**src/rtl/rf_wb_arbiter_pkg.sv**
```systemverilog
// rtl/rf_wb_arbiter_pkg.sv - shared types and helpers for the register-file write-back arbiter
package rf_wb_arbiter_pkg;

    localparam int DW_DEF = 16;
    localparam int AW_DEF = 4;

    typedef enum logic [1:0] {
        SRC_ALU = 2'd0,
        SRC_LD  = 2'd1,
        SRC_MD  = 2'd2
    } src_t;

    typedef struct packed {
        logic [AW_DEF-1:0] addr;
        logic [DW_DEF-1:0] data;
    } wb_req_t;

    // Round-robin successor: ALU -> LOAD -> MD -> ALU
    function automatic src_t src_next(input src_t s);
        case (s)
            SRC_ALU: return SRC_LD;
            SRC_LD:  return SRC_MD;
            default: return SRC_ALU;
        endcase
    endfunction

endpackage

```
**src/rtl/wb_fifo.sv**
```systemverilog
// rtl/wb_fifo.sv - small single-write request FIFO exposing per-entry addresses for hazard tracking
module wb_fifo #(
    parameter int DW    = 16,
    parameter int AW    = 4,
    parameter int DEPTH = 2
) (
    input  logic                  clk,
    input  logic                  rst,
    input  logic                  push,
    input  logic [AW+DW-1:0]      push_data,
    input  logic                  pop,
    output logic                  full,
    output logic                  empty,
    output logic [AW+DW-1:0]      head,
    output logic [DEPTH-1:0]      ent_valid,
    output logic [DEPTH*AW-1:0]   ent_addr
);

    localparam int PW = $clog2(DEPTH);

    logic [AW+DW-1:0] mem [DEPTH];
    logic [PW-1:0]    rd_ptr;
    logic [PW-1:0]    wr_ptr;
    logic [PW:0]      count;
    logic             do_push;
    logic             do_pop;

    assign full    = (count == (PW+1)'(DEPTH));
    assign empty   = (count == '0);
    assign do_push = push & ~full;
    assign do_pop  = pop & ~empty;
    assign head    = mem[rd_ptr];

    // Pointer and occupancy tracking; a simultaneous push and pop leaves count unchanged
    always_ff @(posedge clk or negedge rst) begin
        if (!rst) begin
            rd_ptr <= '0;
            wr_ptr <= '0;
            count  <= '0;
        end else begin
            if (do_push) wr_ptr <= wr_ptr + PW'(1);
            if (do_pop)  rd_ptr <= rd_ptr + PW'(1);
            if (do_push && !do_pop)
                count <= count + (PW+1)'(1);
            else if (do_pop && !do_push)
                count <= count - (PW+1)'(1);
        end
    end

    // Payload storage; validity is carried by count, so no reset is needed here
    always_ff @(posedge clk) begin
        if (do_push) mem[wr_ptr] <= push_data;
    end

    for (genvar g = 0; g < DEPTH; g++) begin : g_ent
        logic [PW-1:0] off;
        assign off                  = PW'(g) - rd_ptr;
        assign ent_valid[g]         = ({1'b0, off} < count);
        assign ent_addr[g*AW +: AW] = mem[g][AW+DW-1:DW];
    end

endmodule

```
**src/rtl/rf_wb_arbiter.sv**
```systemverilog
// rtl/rf_wb_arbiter.sv - packs ALU, LOAD and MULDIV results onto the two register-file write ports
module rf_wb_arbiter
    import rf_wb_arbiter_pkg::*;
#(
    parameter int DW    = DW_DEF,
    parameter int AW    = AW_DEF,
    parameter int DEPTH = 2
) (
    input  logic              clk,
    input  logic              rst,
    input  logic              alu_valid,
    input  logic [AW-1:0]     alu_addr,
    input  logic [DW-1:0]     alu_data,
    output logic              alu_ready,
    input  logic              ld_valid,
    input  logic [AW-1:0]     ld_addr,
    input  logic [DW-1:0]     ld_data,
    output logic              ld_ready,
    input  logic              md_valid,
    input  logic [AW-1:0]     md_addr_a,
    input  logic [AW-1:0]     md_addr_b,
    input  logic [DW-1:0]     md_data_a,
    input  logic [DW-1:0]     md_data_b,
    output logic              md_ready,
    output logic              w_enable1,
    output logic              w_enable2,
    output logic [AW-1:0]     addr1,
    output logic [AW-1:0]     addr2,
    output logic [DW-1:0]     d1writeback,
    output logic [DW-1:0]     d2writeback,
    output logic [2**AW-1:0]  pending,
    output logic              idle
);

    localparam int EW = AW + DW;

    logic                alu_full, alu_empty, alu_pop;
    logic                ld_full, ld_empty, ld_pop;
    logic [EW-1:0]       alu_head, ld_head;
    logic [DEPTH-1:0]    alu_ev, ld_ev;
    logic [DEPTH*AW-1:0] alu_ea, ld_ea;

    logic                md_v;
    logic [AW-1:0]       md_aa, md_ab;
    logic [DW-1:0]       md_da, md_db;

    src_t                rr, rr_n, f_src, s_src;
    logic                ld_first, f_v, s_v, md_grant;
    logic [AW-1:0]       f_addr, s_addr;
    logic [DW-1:0]       f_data, s_data;

    logic                n_we1, n_we2;
    logic [AW-1:0]       n_a1, n_a2;
    logic [DW-1:0]       n_d1, n_d2;

    assign alu_ready = ~alu_full;
    assign ld_ready  = ~ld_full;
    assign md_ready  = ~md_v;

    wb_fifo #(.DW(DW), .AW(AW), .DEPTH(DEPTH)) u_alu_fifo (
        .clk(clk), .rst(rst),
        .push(alu_valid & alu_ready), .push_data({alu_addr, alu_data}),
        .pop(alu_pop), .full(alu_full), .empty(alu_empty), .head(alu_head),
        .ent_valid(alu_ev), .ent_addr(alu_ea)
    );

    wb_fifo #(.DW(DW), .AW(AW), .DEPTH(DEPTH)) u_ld_fifo (
        .clk(clk), .rst(rst),
        .push(ld_valid & ld_ready), .push_data({ld_addr, ld_data}),
        .pop(ld_pop), .full(ld_full), .empty(ld_empty), .head(ld_head),
        .ent_valid(ld_ev), .ent_addr(ld_ea)
    );

    // Order the two single sources for this cycle's scan: LOAD leads only when rr points at it
    assign ld_first = (rr == SRC_LD);
    assign f_src    = ld_first ? SRC_LD : SRC_ALU;
    assign s_src    = ld_first ? SRC_ALU : SRC_LD;
    assign f_v      = ld_first ? ~ld_empty : ~alu_empty;
    assign s_v      = ld_first ? ~alu_empty : ~ld_empty;
    assign f_addr   = ld_first ? ld_head[EW-1:DW] : alu_head[EW-1:DW];
    assign s_addr   = ld_first ? alu_head[EW-1:DW] : ld_head[EW-1:DW];
    assign f_data   = ld_first ? ld_head[DW-1:0] : alu_head[DW-1:0];
    assign s_data   = ld_first ? alu_head[DW-1:0] : ld_head[DW-1:0];
    assign md_grant = md_v & ((rr == SRC_MD) | (alu_empty & ld_empty));

    // Grant decision: MD pair takes both ports; otherwise pack up to two non-conflicting singles
    always_comb begin
        n_we1   = 1'b0;
        n_we2   = 1'b0;
        n_a1    = '0;
        n_a2    = '0;
        n_d1    = '0;
        n_d2    = '0;
        alu_pop = 1'b0;
        ld_pop  = 1'b0;
        rr_n    = rr;
        if (md_grant) begin
            n_we1 = 1'b1;
            n_a1  = md_aa;
            rr_n  = SRC_ALU;
            if (md_aa == md_ab) begin
                n_d1 = md_db;
            end else begin
                n_d1  = md_da;
                n_we2 = 1'b1;
                n_a2  = md_ab;
                n_d2  = md_db;
            end
        end else if (f_v) begin
            n_we1 = 1'b1;
            n_a1  = f_addr;
            n_d1  = f_data;
            if (s_v && (s_addr != f_addr)) begin
                n_we2   = 1'b1;
                n_a2    = s_addr;
                n_d2    = s_data;
                alu_pop = 1'b1;
                ld_pop  = 1'b1;
                // both singles served, so MD is next in line regardless of scan order
                rr_n    = SRC_MD;
            end else begin
                alu_pop = ~ld_first;
                ld_pop  = ld_first;
                rr_n    = src_next(f_src);
            end
        end else if (s_v) begin
            n_we1   = 1'b1;
            n_a1    = s_addr;
            n_d1    = s_data;
            alu_pop = ld_first;
            ld_pop  = ~ld_first;
            rr_n    = src_next(s_src);
        end
    end

    // Issue register and round-robin pointer; each grant is presented for exactly one cycle
    always_ff @(posedge clk or negedge rst) begin
        if (!rst) begin
            w_enable1   <= 1'b0;
            w_enable2   <= 1'b0;
            addr1       <= '0;
            addr2       <= '0;
            d1writeback <= '0;
            d2writeback <= '0;
            rr          <= SRC_ALU;
        end else begin
            w_enable1   <= n_we1;
            w_enable2   <= n_we2;
            addr1       <= n_a1;
            addr2       <= n_a2;
            d1writeback <= n_d1;
            d2writeback <= n_d2;
            rr          <= rr_n;
        end
    end

    // MULDIV holding register: ready only when empty, so load and grant never coincide
    always_ff @(posedge clk or negedge rst) begin
        if (!rst) begin
            md_v  <= 1'b0;
            md_aa <= '0;
            md_ab <= '0;
            md_da <= '0;
            md_db <= '0;
        end else if (md_valid && md_ready) begin
            md_v  <= 1'b1;
            md_aa <= md_addr_a;
            md_ab <= md_addr_b;
            md_da <= md_data_a;
            md_db <= md_data_b;
        end else if (md_grant) begin
            md_v  <= 1'b0;
        end
    end

    // Pending mask: every accepted write not yet captured by the register file
    always_comb begin
        pending = '0;
        for (int i = 0; i < DEPTH; i++) begin
            if (alu_ev[i]) pending[alu_ea[i*AW +: AW]] = 1'b1;
            if (ld_ev[i])  pending[ld_ea[i*AW +: AW]]  = 1'b1;
        end
        if (md_v) begin
            pending[md_aa] = 1'b1;
            pending[md_ab] = 1'b1;
        end
        if (w_enable1) pending[addr1] = 1'b1;
        if (w_enable2) pending[addr2] = 1'b1;
    end

    assign idle = alu_empty & ld_empty & ~md_v & ~w_enable1 & ~w_enable2;

endmodule
```
**config.mk**
```make
export PLATFORM = sky130hd
export DESIGN_NAME = rf_wb_arbiter
export DESIGN_NICKNAME = d
export VERILOG_FILES = /design/src/rtl/rf_wb_arbiter_pkg.sv /design/src/rtl/wb_fifo.sv /design/src/rtl/rf_wb_arbiter.sv
export SDC_FILE = /design/constraint.sdc
export NUM_CORES = 1
export LEC_CHECK = 0
export ABC_AREA = 0
export ABC_CLOCK_PERIOD_IN_PS = 3000
export BUFFER_PORTS_ARGS = -buffer_cell sky130_fd_sc_hd__buf_2
export CAP_MARGIN = 20
export CORE_ASPECT_RATIO = 0.75
export CORE_UTILIZATION = 45
export CTS_CLUSTER_SIZE = 10
export DETAILED_ROUTE_END_ITERATION = 12
export PLACE_DENSITY = 0.66
export SLEW_MARGIN = 40
export SYNTH_ARGS = -nofsm -noshare
export SYNTH_HDL_FRONTEND = slang
export SYNTH_SLANG_ARGS = --single-unit
```
**constraint.sdc**
```tcl
create_clock -name clk -period 3 [get_ports clk]
set_clock_uncertainty 0.1 [all_clocks]
set_input_delay 0.6 -clock clk [delete_from_list [all_inputs] [get_ports clk]]
set_output_delay 0.6 -clock clk [all_outputs]
set_load 0.1 [all_outputs]
```
==> reports/qor.yml <==
outcome: "finished, final reports clean"
antenna_found_initial: 1
post_dp_cell_area_sq_mm: 0.00984
cts_made_buffers: 17
gp_congestion: 1.01
wirelength_mm: 25.0
hold_class: "primary input to async pin"
multiInputGateArea_sq_mm: 0.00360
root_buffer: "clkbuf_16"
synthTopCellsByArea: "edfxtp_1 (28%), dfrtp_1 (27%), mux2_2 (7.7%)"
areaGrowthSynthToFinish_pct: 25.2
syn_area_sq_mm: 0.00850
first_iter_violations: 692
core_sq_mm: 0.0185
synth_most_common_cell: "dfrtp_1"
yosys_warnings: 0
syn_nets: 805
synth_adder_area_share_pct: 0.295
drive_above_1_share_pct: 38.8
synth_xor_area_share_pct: 1.86
final_cells: 1141
vias: 6635
ys_seq_area_share_pct: 55.7
numClockSinks: 173
synthCells: 718
cp.arrival_ns: 2.22
drv_cap: 0
first_pass_iters: 5
detail-route-antenna-nets: 0
yosysTopAreaCell: "edfxtp_1"
dp_cells: 1101
fin_crit_ns: 2.92
period_share_pct: 97.4
die-height_microns: 121
cp_max_fo: 8
portBuffers: 146
maxSlewViolCount: 0
rrSetupSlack_ns: 0.46
avgRoutedWirePerCell_microns: 21.9
synth_compound_gate_area_share_pct: 12.9
synth_cell_types: 60
grt_pass1_wl_mm: 38.1
startpoint: "u_ld_fifo.count[1]$_DFFE_PN0P_"
stdcell_area_sq_mm: 0.0106
cp.required_ns: 2.30
cts_tree: "yes"
synth_top_area_share_pct: 28.3
grt_max_degree: 50
num_antenna_cells: 0
r2r_cells: 6
die_area_sq_mm: 0.0194
fillers: 1594
tightest_slew_ns: 0.832
cts.htree.levels: 4
initial_core_util_pct: 45.9
synth_simple_gate_area_share_pct: 13.3
nNetsFinal: 968
finalSetupViolations: 0
drcViolationCount: 0
synth.top_cells.by_count: "dfrtp_1 (93), edfxtp_1 (80), mux2_2 (58)"
rsz0062_at_grt: "yes"
fin_hold_ws_ns: 0.0879
synth_top_family_by_area: "simple AND/OR/NAND/NOR gates"
fmax_mhz: 342
relSlewSlack_pct: 44.5
fp.dieW_microns: 161
syn_area_per_cell_sq_um: 11.8
synth_async_sr_flop_share_pct: 53.8
hold_viol_final: 0
grt_pass1_vias: 6307
routed_via_density: 5.82
crit_path_end_kind: "primary output"
rows: 43
grt_overflow: 0
r2r_start: "u_ld_fifo.rd_ptr$_DFFE_PN0P_"
synthMuxAreaShare_pct: 12.4
ys_ff_latch: 173
clk_latency_ns: 0.43
synth_ff_type: "dfrtp_1"
place_ws_ns: 0.146
start_kind: "flip-flop"
worst_slack_ns: 0.0787
crit_type: "flip-flop to primary output"
dpl.hpwl_mm: 18.4
r2r_end: "w_enable2$_DFF_PN0_"
cts.path.max_buffers: 2
ctsHoldBuffers: 0
grt_use_total_pct: 26.4
synth-edff-count: 80
clk_pin_slew_worst_paths_ns: 0.07
ios: 147
seqCellArea_sq_mm: 0.00475
-- critical path, cell delays in order, from the launching register on --
cell and delay, ns:
dfrtp_2 0.48, a21o_1 0.23, nor3b_2 0.19, a31oi_1 0.19, o311ai_0 0.19, a211o_2 0.34
buf_12 0.17
-- cell type report --
cell class	instances	share of cell area [%]
Sequential cell	173	44.6
Multi-Input combinational cell	484	33.8
Timing Repair Buffer	196	12.4
Clock buffer	17	4.00
Tap cell	247	2.91
Clock inverter	15	1.92
Inverter	9	0.318
-- how the worst max path moves through the flow --
stage                   to  slack (ns)  depth (start not counted)
6_report        pending[3]        0.08                          6
3_5_place_dp    pending[2]        0.15                          7
2_1_floorplan   pending[6]       -0.23                          6
3_3_place_gp    pending[2]        0.09                          7
5_1_grt        pending[12]       -0.02                          6
4_1_cts         pending[2]      -0.003                          7
-- metrics by stage --
| step | setup TNS, ns | utilization (%) |
|---|---|---|
| finish | 0 | 57.5 |
| global placement | 0 | 53.2 |
| detailed placement | 0 | 53.2 |
| CTS | -0.00340 | 56.9 |
| global route | -0.0287 | 57.5 |
| floorplan | -0.670 | - |
-- repair_timing --
| action | 4_1_cts | 5_1_grt |
|---|---|---|
| resized for setup | 19 | 16 |
| setup endpoints to repair | 6 | 15 |
| buffers inserted | 1 | 7 |
| endpoints found under the hold margin | 0 | 0 |
| pin swaps | 1 | 4 |
-- sequential cells by signal (all words and copies together), names as in the netlist --
signal / cells
u_alu_fifo.mem: 40
u_ld_fifo.mem: 40
d1writeback: 16
d2writeback: 16
md_da: 16
md_db: 16
addr1: 4
addr2: 4
md_aa: 4
md_ab: 4
rr: 2
u_alu_fifo.count: 2
u_ld_fifo.count: 2
md_v: 1
u_alu_fifo.rd_ptr: 1
u_alu_fifo.wr_ptr: 1
u_ld_fifo.rd_ptr: 1
u_ld_fifo.wr_ptr: 1
w_enable1: 1
w_enable2: 1
-- cell families after synthesis --
logic type / Yosys count
buf+inv: 61
mux: 98
simple gates: 218
fa+ha+maj: 2
xor+xnor: 18
flops: 173
compound gates: 148
-- cells in the final DEF, fill, tap and decap left out, types with 10 or more instances in the layout --
cell,instances
clkbuf_16,17
nand2_1,55
buf_2,129
or2_2,11
nor3_1,26
edfxtp_1,80
a32o_1,18
mux2i_1,39
a221oi_1,12
xnor2_1,10
nand3_1,10
dfrtp_1,80
o21ai_0,10
nor2_1,35
o22ai_1,23
nand2b_1,30
buf_4,52
mux2_2,58
a21oi_1,24
dfrtp_2,13
buf_12,13
-- routing by layer --
layer	vias to the layer above	wire length [microns]	global-route usage (%)
li1	3017	-	-
met1	3262	12400	42.6
met2	328	10100	34.8
met3	26	2130	6.36
met4	2	299	6.07
met5	-	13	0
Power is not shown: default switching activity piles up to over one toggle a cycle in this logic, so the estimate is an artifact.
